<file path="config.mk">
export PLATFORM = sky130hd
export DESIGN_NAME = rr_priority_arbiter
export DESIGN_NICKNAME = d
export VERILOG_FILES = /design/src/rtl/arb_pkg.sv /design/src/rtl/rr_prio_enc.sv /design/src/rtl/rr_priority_arbiter.sv
export SDC_FILE = /design/constraint.sdc
export NUM_CORES = 1
export LEC_CHECK = 0
export CAP_MARGIN = 40
export CORE_AREA = 2 2 57 59
export CTS_CLUSTER_DIAMETER = 40
export DETAILED_ROUTE_END_ITERATION = 6
export DIE_AREA = 0 0 59 61
export GPL_TIMING_DRIVEN = 0
export PLACE_DENSITY = 0.65
export SLEW_MARGIN = 10
export SYNTH_ARGS = -nofsm -noshare
export SYNTH_HDL_FRONTEND = slang
export SYNTH_SLANG_ARGS = --single-unit
</file>
<file path="constraint.sdc">
create_clock -name clk -period 3.1 [get_ports clk]
set_clock_uncertainty 0.05 [all_clocks]
set_input_delay 0.62 -clock clk [delete_from_list [all_inputs] [get_ports clk]]
set_output_delay 0.62 -clock clk [all_outputs]
set_load 0.05 [all_outputs]
</file>
<file path="src/rtl/arb_pkg.sv">
// arb_pkg: shared types and default parameters for the round-robin arbiter
package arb_pkg;
  typedef enum logic {IDLE, GRANT} state_t;
  localparam int DEFAULT_N = 2;
  localparam int DEFAULT_MAX_HOLD = 4;
endpackage

</file>
<file path="src/rtl/rr_prio_enc.sv">
// rr_prio_enc: rotating 2**N-to-N priority encoder searching downward from ptr; X-propagation under RR_ARB_XCHECK_EN
module rr_prio_enc
  import arb_pkg::*;
#(
  parameter int N = DEFAULT_N
) (
  input  logic [2**N-1:0] req,
  input  logic [N-1:0]    ptr,
  input  logic            exclude_en,
  input  logic [N-1:0]    exclude_idx,
  output logic [N-1:0]    win_idx,
  output logic            any
);
  localparam int M = 2**N;
  logic [M-1:0] rot;
  logic [N-1:0] cand [M];
  logic [N-1:0] pick;
  genvar g;
  for (g = 0; g < M; g++) begin : g_rot
    assign cand[g] = ptr - N'(g);
    assign rot[g] = req[cand[g]] && !(exclude_en && cand[g] == exclude_idx);
  end
  // lowest rotated position wins, i.e. the first requester found scanning down from ptr
  always_comb begin
    pick = '0;
    for (int k = M - 1; k >= 0; k--) pick = rot[k] ? cand[k] : pick;
  end
  assign any = |rot;
`ifdef RR_ARB_XCHECK_EN
  assign win_idx = $isunknown(req) ? 'x : pick;
`else
  assign win_idx = pick;
`endif
endmodule

</file>
<file path="src/rtl/rr_priority_arbiter.sv">
// rr_priority_arbiter: round-robin arbiter with registered grant and hold limit; RR_ARB_XCHECK_EN adds assertions
module rr_priority_arbiter
  import arb_pkg::*;
#(
  parameter int N = DEFAULT_N,
  parameter int MAX_HOLD = DEFAULT_MAX_HOLD
) (
  input  logic            clk,
  input  logic            reset,
  input  logic [2**N-1:0] req,
  output logic [2**N-1:0] grant,
  output logic [N-1:0]    grant_idx,
  output logic            grant_valid
);
  localparam int M = 2**N;
  localparam int HW = MAX_HOLD == 0 ? 1 : $clog2(MAX_HOLD + 1);
  state_t state, state_n;
  logic [N-1:0] ptr, ptr_n, idx_n, win_idx;
  logic [HW-1:0] hold_cnt, hold_n;
  logic any, at_lim, owner_req, take;
  // while granting, the owner is excluded so win_idx/any describe the other requesters only
  rr_prio_enc #(.N(N)) u_enc (
    .req(req),
    .ptr(ptr),
    .exclude_en(state == GRANT),
    .exclude_idx(grant_idx),
    .win_idx(win_idx),
    .any(any)
  );
  assign owner_req = req[grant_idx];
  assign at_lim = MAX_HOLD != 0 && hold_cnt == HW'(MAX_HOLD);
  // next state: stay granting while the owner holds or anyone else is waiting
  always_comb begin
    state_n = state == IDLE ? (any ? GRANT : IDLE) : (owner_req || any ? GRANT : IDLE);
  end
  // new owner on idle start, owner release, or hold-limit expiry with others pending
  always_comb begin
    take = any && (state == IDLE || !owner_req || at_lim);
    idx_n = take ? win_idx : (state_n == GRANT ? grant_idx : '0);
    ptr_n = take ? win_idx - N'(1) : ptr;
    hold_n = (MAX_HOLD == 0 || state_n == IDLE) ? '0 : take ? HW'(1) : at_lim ? hold_cnt : hold_cnt + HW'(1);
  end
  // state, pointer, hold counter and output registers
  always_ff @(posedge clk) begin
    if (reset) begin
      state <= IDLE;
      ptr <= N'(M - 1);
      hold_cnt <= '0;
      grant <= '0;
      grant_idx <= '0;
      grant_valid <= 1'b0;
    end else begin
      state <= state_n;
      ptr <= ptr_n;
      hold_cnt <= hold_n;
      grant <= state_n == GRANT ? M'(1) << idx_n : '0;
      grant_idx <= idx_n;
      grant_valid <= state_n == GRANT;
    end
  end
`ifdef RR_ARB_XCHECK_EN
  localparam int BOUND = (M - 1) * (MAX_HOLD > 1 ? MAX_HOLD : 1) + 1;
  a_req_known: assert property (@(posedge clk) disable iff (reset) !$isunknown(req));
  a_onehot: assert property (@(posedge clk) disable iff (reset) $onehot0(grant));
  a_valid: assert property (@(posedge clk) disable iff (reset) grant_valid == |grant);
  a_idx: assert property (@(posedge clk) disable iff (reset) grant_valid ? grant == M'(1) << grant_idx : grant_idx == '0);
  if (MAX_HOLD != 0) begin : g_live
    genvar i;
    for (i = 0; i < M; i++) begin : g_req
      a_live: assert property (@(posedge clk) disable iff (reset)
        (req[i] && !grant[i]) |-> ##[1:BOUND] (grant[i] || !req[i]));
    end
  end
`endif
endmodule

</file>
==> results of run 1 <==
[final cells by class]
cell class                 count  area, µm²
fill                         295       1680
timing repair buffer          12        120
sequential                    12        240
buffer                         7       65.1
clock buffer                   3       22.5
inverter                       6       22.5
multi-input combinational     99        758
tap                           33       41.3
[layout by cell type (no fill, tap or decap), drive strengths merged, types with 2 or more instances in the layout]
| master | instances |
|---|---|
| inv | 6 |
| a21boi | 2 |
| a21oi | 4 |
| a22oi | 3 |
| a31o | 2 |
| a221oi | 2 |
| dfxtp | 12 |
| and2 | 4 |
| and3b | 2 |
| nand3 | 7 |
| and3 | 3 |
| a211oi | 2 |
| nor3 | 3 |
| nand4 | 3 |
| nor2b | 2 |
| a21o | 2 |
| nand3b | 2 |
| clkbuf | 3 |
| nor2 | 5 |
| nand2 | 9 |
| nor4b | 2 |
| mux2i | 5 |
| o211ai | 2 |
| o21ai | 4 |
| and2b | 4 |
| clkdlybuf4s50 | 12 |
| nand2b | 2 |
| ha | 2 |
| mux4 | 2 |
| mux2 | 4 |
| buf | 7 |
[where the power goes]
group          switching, mW  internal [mW]
Sequential            0.0406          0.210
Clock                 0.0478         0.0449
Combinational          0.510          0.408
[kinds of logic (layout without fill, tap and decap cells)]
group / Yosys count / after routing
and+or+nand+nor: 54 / 54
AOI/OAI and AO/OA: 30 / 30
buffers and inverters: 13 / 28
DFF: 12 / 12
muxes: 11 / 11
adders and majority gates: 2 / 2
xor gates and xnor gates: 2 / 2
[per-stage QoR]
stage / hold slack, ns / setup WS [ns] / std cells / area, µm² / utilization
3_3_place_gp: 0.432 / 0.0754 / 169 / 1250 / 0.422
5_1_grt: 0.489 / 0.213 / 172 / 1270 / 0.430
2_1_floorplan: 0.421 / 0.695 / 124 / 1090 / -
3_5_place_dp: 0.452 / 0.0655 / 169 / 1250 / 0.422
6_report: 0.458 / 0.331 / 172 / 1270 / 0.430
4_1_cts: 0.463 / 0.345 / 172 / 1270 / 0.430
[sequential cells by signal, indices dropped and copies added, names as in the netlist]
signal,flops
state,1
hold_cnt,3
grant,4
grant_idx,2
ptr,2
[how the worst min path moves through the flow]
| stage | startpoint | end | cells after the start |
|---|---|---|---|
| final | hold_cnt[1] | hold_cnt[1] | 2 |
| after global routing | hold_cnt[1] | hold_cnt[1] | 2 |
| after CTS | hold_cnt[1] | hold_cnt[1] | 2 |
| after detailed placement | hold_cnt[1] | hold_cnt[1] | 2 |
| after global placement | hold_cnt[1] | hold_cnt[1] | 2 |
| after floorplan | hold_cnt[1] | hold_cnt[1] | 2 |
[worst register-to-register path: stages, from the launching register on]
cell and delay (ns):
dfxtp_1 0.44, mux4_1 0.60, a221o_1 0.34, a311oi_2 0.44, o21ai_0 0.15, a31o_1 0.23
[layer usage]
| metal | global-route usage | vias up | wire (µm) |
|---|---|---|---|
| met5 | 0 | - | 0 |
| met4 | 0.0682 | 0 | 46 |
| met3 | 0.0192 | 6 | 68 |
| met2 | 0.251 | 23 | 1180 |
| met1 | 0.192 | 449 | 1100 |
| li1 | - | 499 | - |
==> results.cfg, run 1 <==
[sta]
finalCriticalPeriod_ns = 2.77
fmax_mhz = 361
finalHoldViolCount = 0
rsz0062_at_grt = no
slew_violations = 0
finalSetupViolations = 0
worst_pin_slew_ns = 0.512
setup_tns_ns = 0
relSlewSlack = 0.654
fin_crit_sh = 0.893

[power]
power_leakage_nw = 0.514
max-vdd-ir-drop_uv = 295
total_power_mw = 1.26
p_per_area_mw_per_mm2 = 993

[global_route]
grt_pass1_wl_um = 4060
antenna_found_initial = 0
grt_overflow = 0
grt_pass1_vias = 879
grt.total_usage = 0.150
grt_max_degree = 11

[synthesis]
synth-seq-cells = 12
async_flop_share = 0
synthTopCellsByCount = dfxtp_1 (12), nand2_1 (9), nand3_1 (7), inv_1 (6)
synth_edf_count = 0
yosysTopAreaCell = dfxtp_1
synth_adder_area_share = 0.0230
synth_cells = 124
synth_area_leaders = dfxtp_1 (22%), mux4_1 (4.8%), mux2i_1 (4.6%), buf_6 (4.1%), mux2_2 (4.1%)
synth-compound-area-share = 0.219
ys_warn_count = 0
synth-xor-area-share = 0.0161
syn_area_per_cell_um2 = 8.76
synth.most_common_cell = dfxtp_1
netlist.area_leader.share = 0.221
yosysSeqAreaShare = 0.221
syn_nets = 132
synth_simple_gate_area_frac = 0.304
synth_top_family_by_area = simple AND/OR/NAND/NOR gates
syn-cell-area_mm2 = 0.00109
yosys-mux-area-fraction = 0.136
synth.distinct_cells = 51
synthFlopType = dfxtp_1

[critical_path]
path_depth = 6
max_stage_delay_ns = 0.56
cp_top_family = compound AO/OA/AOI/OAI gates
worstPathCellList = clkdlybuf4s50_1, mux4_1, a221o_1, a311oi_2, o21ai_0, a31o_1
ff2ff_setup_slack_ns = 0.74
end_kind = flip-flop
r2r-start = ptr[0]
critPathLaunch = req[0]
cp_data_arrival_time_ns = 2.88
r2r.worst_path.cells = 5
r2r-end = ptr[1]
path_buf_inv = 1
critPathLaunchType = input pin
crit_required_ns = 3.21
cp_slowest_cell = mux4_1
crit_fanout = 8
worstSetupPathType = in -> reg
endpoint = ptr[1]

[final_layout]
final_nets = 149
drive_above_1_share = 0.201
antenna_cells = 0
syn_to_final_growth_pct = 16.9

[detailed_routing]
drt_iter0_markers = 25
drtPass1Iterations = 4
drc = 0
routedWlPerCell_um = 14.0
avgViaCountPerCell = 5.68
via_count = 977
antenna_left = 0
wl_um = 2400

[clock_tree]
postCtsHoldBufs = 0
cts_htree_levels = 1
clk_pin_slew_ns = 0.07
cts_tree = done
postCtsSetupBuffers = 0
cts_max_path_buffers = 2
cts_resized = 0
cts-root-buf = clkbuf_4
clock-sinks = 12
cts_inserted_buffers = 3
worstSkewPairLatency_ns = 0.27

[floorplanning]
initial_utilization = 0.368
core_mm2 = 0.00295
die-area_mm2 = 0.00360
die_y_um = 61
fp-row-count = 20
dieWidth_um = 59
io_pins = 13

[worst_hold_path]
hold_class = reg -> reg

[placed_design]
io_buffers = 12
routabilityCongestion = 0.824
hpwl_um = 1860

[run]
max_cap_viol_count = 0

[status]
status = finished clean
Power figures use the tool's default switching activity.
==> run 2: changes to the inputs <==
--- a/config.mk
+++ b/config.mk
@@ -6,13 +6,14 @@
 export NUM_CORES = 1
 export LEC_CHECK = 0
 export CAP_MARGIN = 40
-export CORE_AREA = 2 2 57 59
+export CORE_AREA = 2 2 54 56
 export CTS_CLUSTER_DIAMETER = 40
 export DETAILED_ROUTE_END_ITERATION = 6
-export DIE_AREA = 0 0 59 61
+export DIE_AREA = 0 0 56 58
 export GPL_TIMING_DRIVEN = 0
-export PLACE_DENSITY = 0.65
+export PLACE_DENSITY = 0.67
 export SLEW_MARGIN = 10
 export SYNTH_ARGS = -nofsm -noshare
 export SYNTH_HDL_FRONTEND = slang
+export SYNTH_HIERARCHICAL = 1
 export SYNTH_SLANG_ARGS = --single-unit
==> constraint.sdc (replaced) <==
create_clock -name clk -period 3.12 [get_ports clk]
set_clock_uncertainty 0.05 [all_clocks]
set_input_delay 0.624 -clock clk [delete_from_list [all_inputs] [get_ports clk]]
set_output_delay 0.624 -clock clk [all_outputs]
set_load 0.05 [all_outputs]
==> run 2 against run 1 <==
Compared with the run above:
- cell count is 8.7% lower
- highest routed layer unchanged
- setup slack better by 0.0010 ns
- synthesized area is 9.2% lower
- first-iteration DRC count is 20% higher
- die area is 9.8% lower
- worst hold slack better by 0.026 ns
- non-clock buffer count is 2 lower
- critical endpoint is now grant_idx[1]
==> results.cfg, run 2 <==
[final_layout]
final_nets = 135
largest_register_ffs = 4
syn_to_final_growth_pct = 19.8
antenna_cells = 0
biggestRegsByFlops = grant (4), hold_cnt (3)
drive_above_1_share = 0.175
n_fill_cell = 278
fin_util = 0.444
fin_area_mm2 = 0.00118
final_cell_mix = dfxtp_1 (12), clkdlybuf4s50_1 (12), nor2_1 (10), inv_1 (8), mux2i_1 (6)
top_register = grant

[synthesis]
yosysTopAreaCell = dfxtp_1
synth-seq-cells = 12
synth.distinct_cells = 44
synthFlopType = dfxtp_1
netlist.area_leader.share = 0.244
syn_area_per_cell_um2 = 8.96
syn_nets = 118
synth_cells = 110
synth_edf_count = 0
synth_area_leaders = dfxtp_1 (24%), mux2i_1 (6.1%), mux4_2 (4.6%), nor2_1 (3.8%), a32oi_1 (3.6%)
ys_warn_count = 6
synth.most_common_cell = dfxtp_1
yosysSeqAreaShare = 0.244
syn-cell-area_um2 = 986
synthTopCellsByCount = dfxtp_1 (12), nor2_1 (10), inv_1 (8), mux2i_1 (6), nand2_1 (5)
async_flop_share = 0

[global_route]
antenna_found_initial = 0
grt_pass1_wl_um = 4320
grt.total_usage = 0.167
grt_pass1_vias = 1000
grt_overflow = 0
grt_max_degree = 11

[clock_tree]
cts_htree_levels = 1
cts_tree = done
cts_inserted_buffers = 3
cts_max_path_buffers = 2
clk_pin_slew_ns = 0.08
clock-sinks = 12
cts_resized = 0
postCtsSetupBuffers = 0
cts-root-buf = clkbuf_4
worstSkewPairLatency_ns = 0.29
postCtsHoldBufs = 0

[sta]
fin_crit_sh = 0.894
fmax_mhz = 359
finalSetupViolations = 0
slew_violations = 0
worst_pin_slew_ns = 0.497
fin_hold_ws_ns = 0.484
setup_tns_ns = 0
rsz0062_at_grt = no
finalCriticalPeriod_ns = 2.79
relSlewSlack = 0.668
finalHoldViolCount = 0

[placed_design]
hpwl_um = 1810
dpl_cell_area_mm2 = 0.00114
routabilityCongestion = 0.857
io_buffers = 12

[power]
max-vdd-ir-drop_uv = 678
total_power_mw = 1.30
p_per_area_mw_per_mm2 = 1100
power_leakage_nw = 0.483

[detailed_routing]
avgViaCountPerCell = 6.00
drtPass1Iterations = 4
wl_um = 2470
antenna_left = 0
drt_iter0_markers = 30
via_count = 942
routedWlPerCell_um = 15.7
drc = 0

[critical_path]
worstSetupPathType = in -> reg
r2r-end = grant_idx[1]
end_kind = flip-flop
ff2ff_setup_slack_ns = 0.68
critPathLaunchType = input pin
r2r-start = grant_idx[1]
crit_required_ns = 3.24
cp_data_arrival_time_ns = 2.91
r2r.worst_path.cells = 8
crit_fanout = 7

[worst_hold_path]
hold_class = reg -> reg
hold_depth = 2
holdPathEnd = ptr[0]
min_from = ptr[0]

[floorplanning]
fp-row-count = 19
dieWidth_um = 56
die-area_mm2 = 0.00325
die_y_um = 58
core_mm2 = 0.00266
initial_utilization = 0.370
io_pins = 13

[run]
max_cap_viol_count = 0

[status]
status = finished clean
==> run 2: routing by layer <==
layer / track usage / vias up / part of all wire
met2: 0.292 / 24 / 0.49
met1: 0.196 / 471 / 0.44
met3: 0.0290 / 5 / 0.046
li1: - / 442 / -
met4: 0.0918 / 0 / 0.019
met5: 0 / - / 0
==> run 2: logic make-up (layout without fill, tap and decap cells) <==
kind of cell    Yosys count  count (layout)  synth area share
compound gates           26              26             0.203
xor+xnor                  4               4            0.0432
fa+ha+maj                 2               2            0.0254
buf+inv                  13              29            0.0812
flops                    12              12             0.244
mux                      11              11             0.160
simple gates             42              42             0.244
==> run 2: worst max-delay path by stage <==
stage,endpoint,start,depth (start not counted)
floorplan,grant_idx[1],grant_idx[1],8
global placement,grant[1],req[3],9
detailed placement,grant[1],req[3],9
CTS,grant[1],req[3],9
global route,grant_idx[1],req[3],7
finish,grant_idx[1],req[3],7
==> run 2: metrics by stage <==
stage	setup WS (ns)	cells
4_1_cts	0.349	157
3_5_place_dp	0.0614	153
3_3_place_gp	0.110	153
6_report	0.332	157
5_1_grt	0.153	157
2_1_floorplan	0.723	110
==> run 2: cell type report <==
cell class / instances / area (µm²) / share of cell area
Multi-Input combinational cell: 85 / 666 / 0.564
Sequential cell: 12 / 240 / 0.203
Timing Repair Buffer: 12 / 120 / 0.102
Buffer: 5 / 50.0 / 0.0424
Tap cell: 31 / 38.8 / 0.0328
Clock buffer: 4 / 36.3 / 0.0307
Inverter: 8 / 30.0 / 0.0254
==> run 2: critical path: stages <==
cell and delay [ns]:
clkdlybuf4s50_1 0.55, mux4_1 0.62, o41ai_2 0.10, nand4_1 0.34
and2_1 0.27, a32oi_1 0.30, nor2_1 0.09
==> run 2: report_power, final <==
group	switching [mW]	total, mW	leakage, nW	internal [mW]
combinational	0.511	0.893	0.363	0.382
sequential	0.0639	0.276	0.0991	0.212
clock	0.0578	0.129	0.0210	0.0712
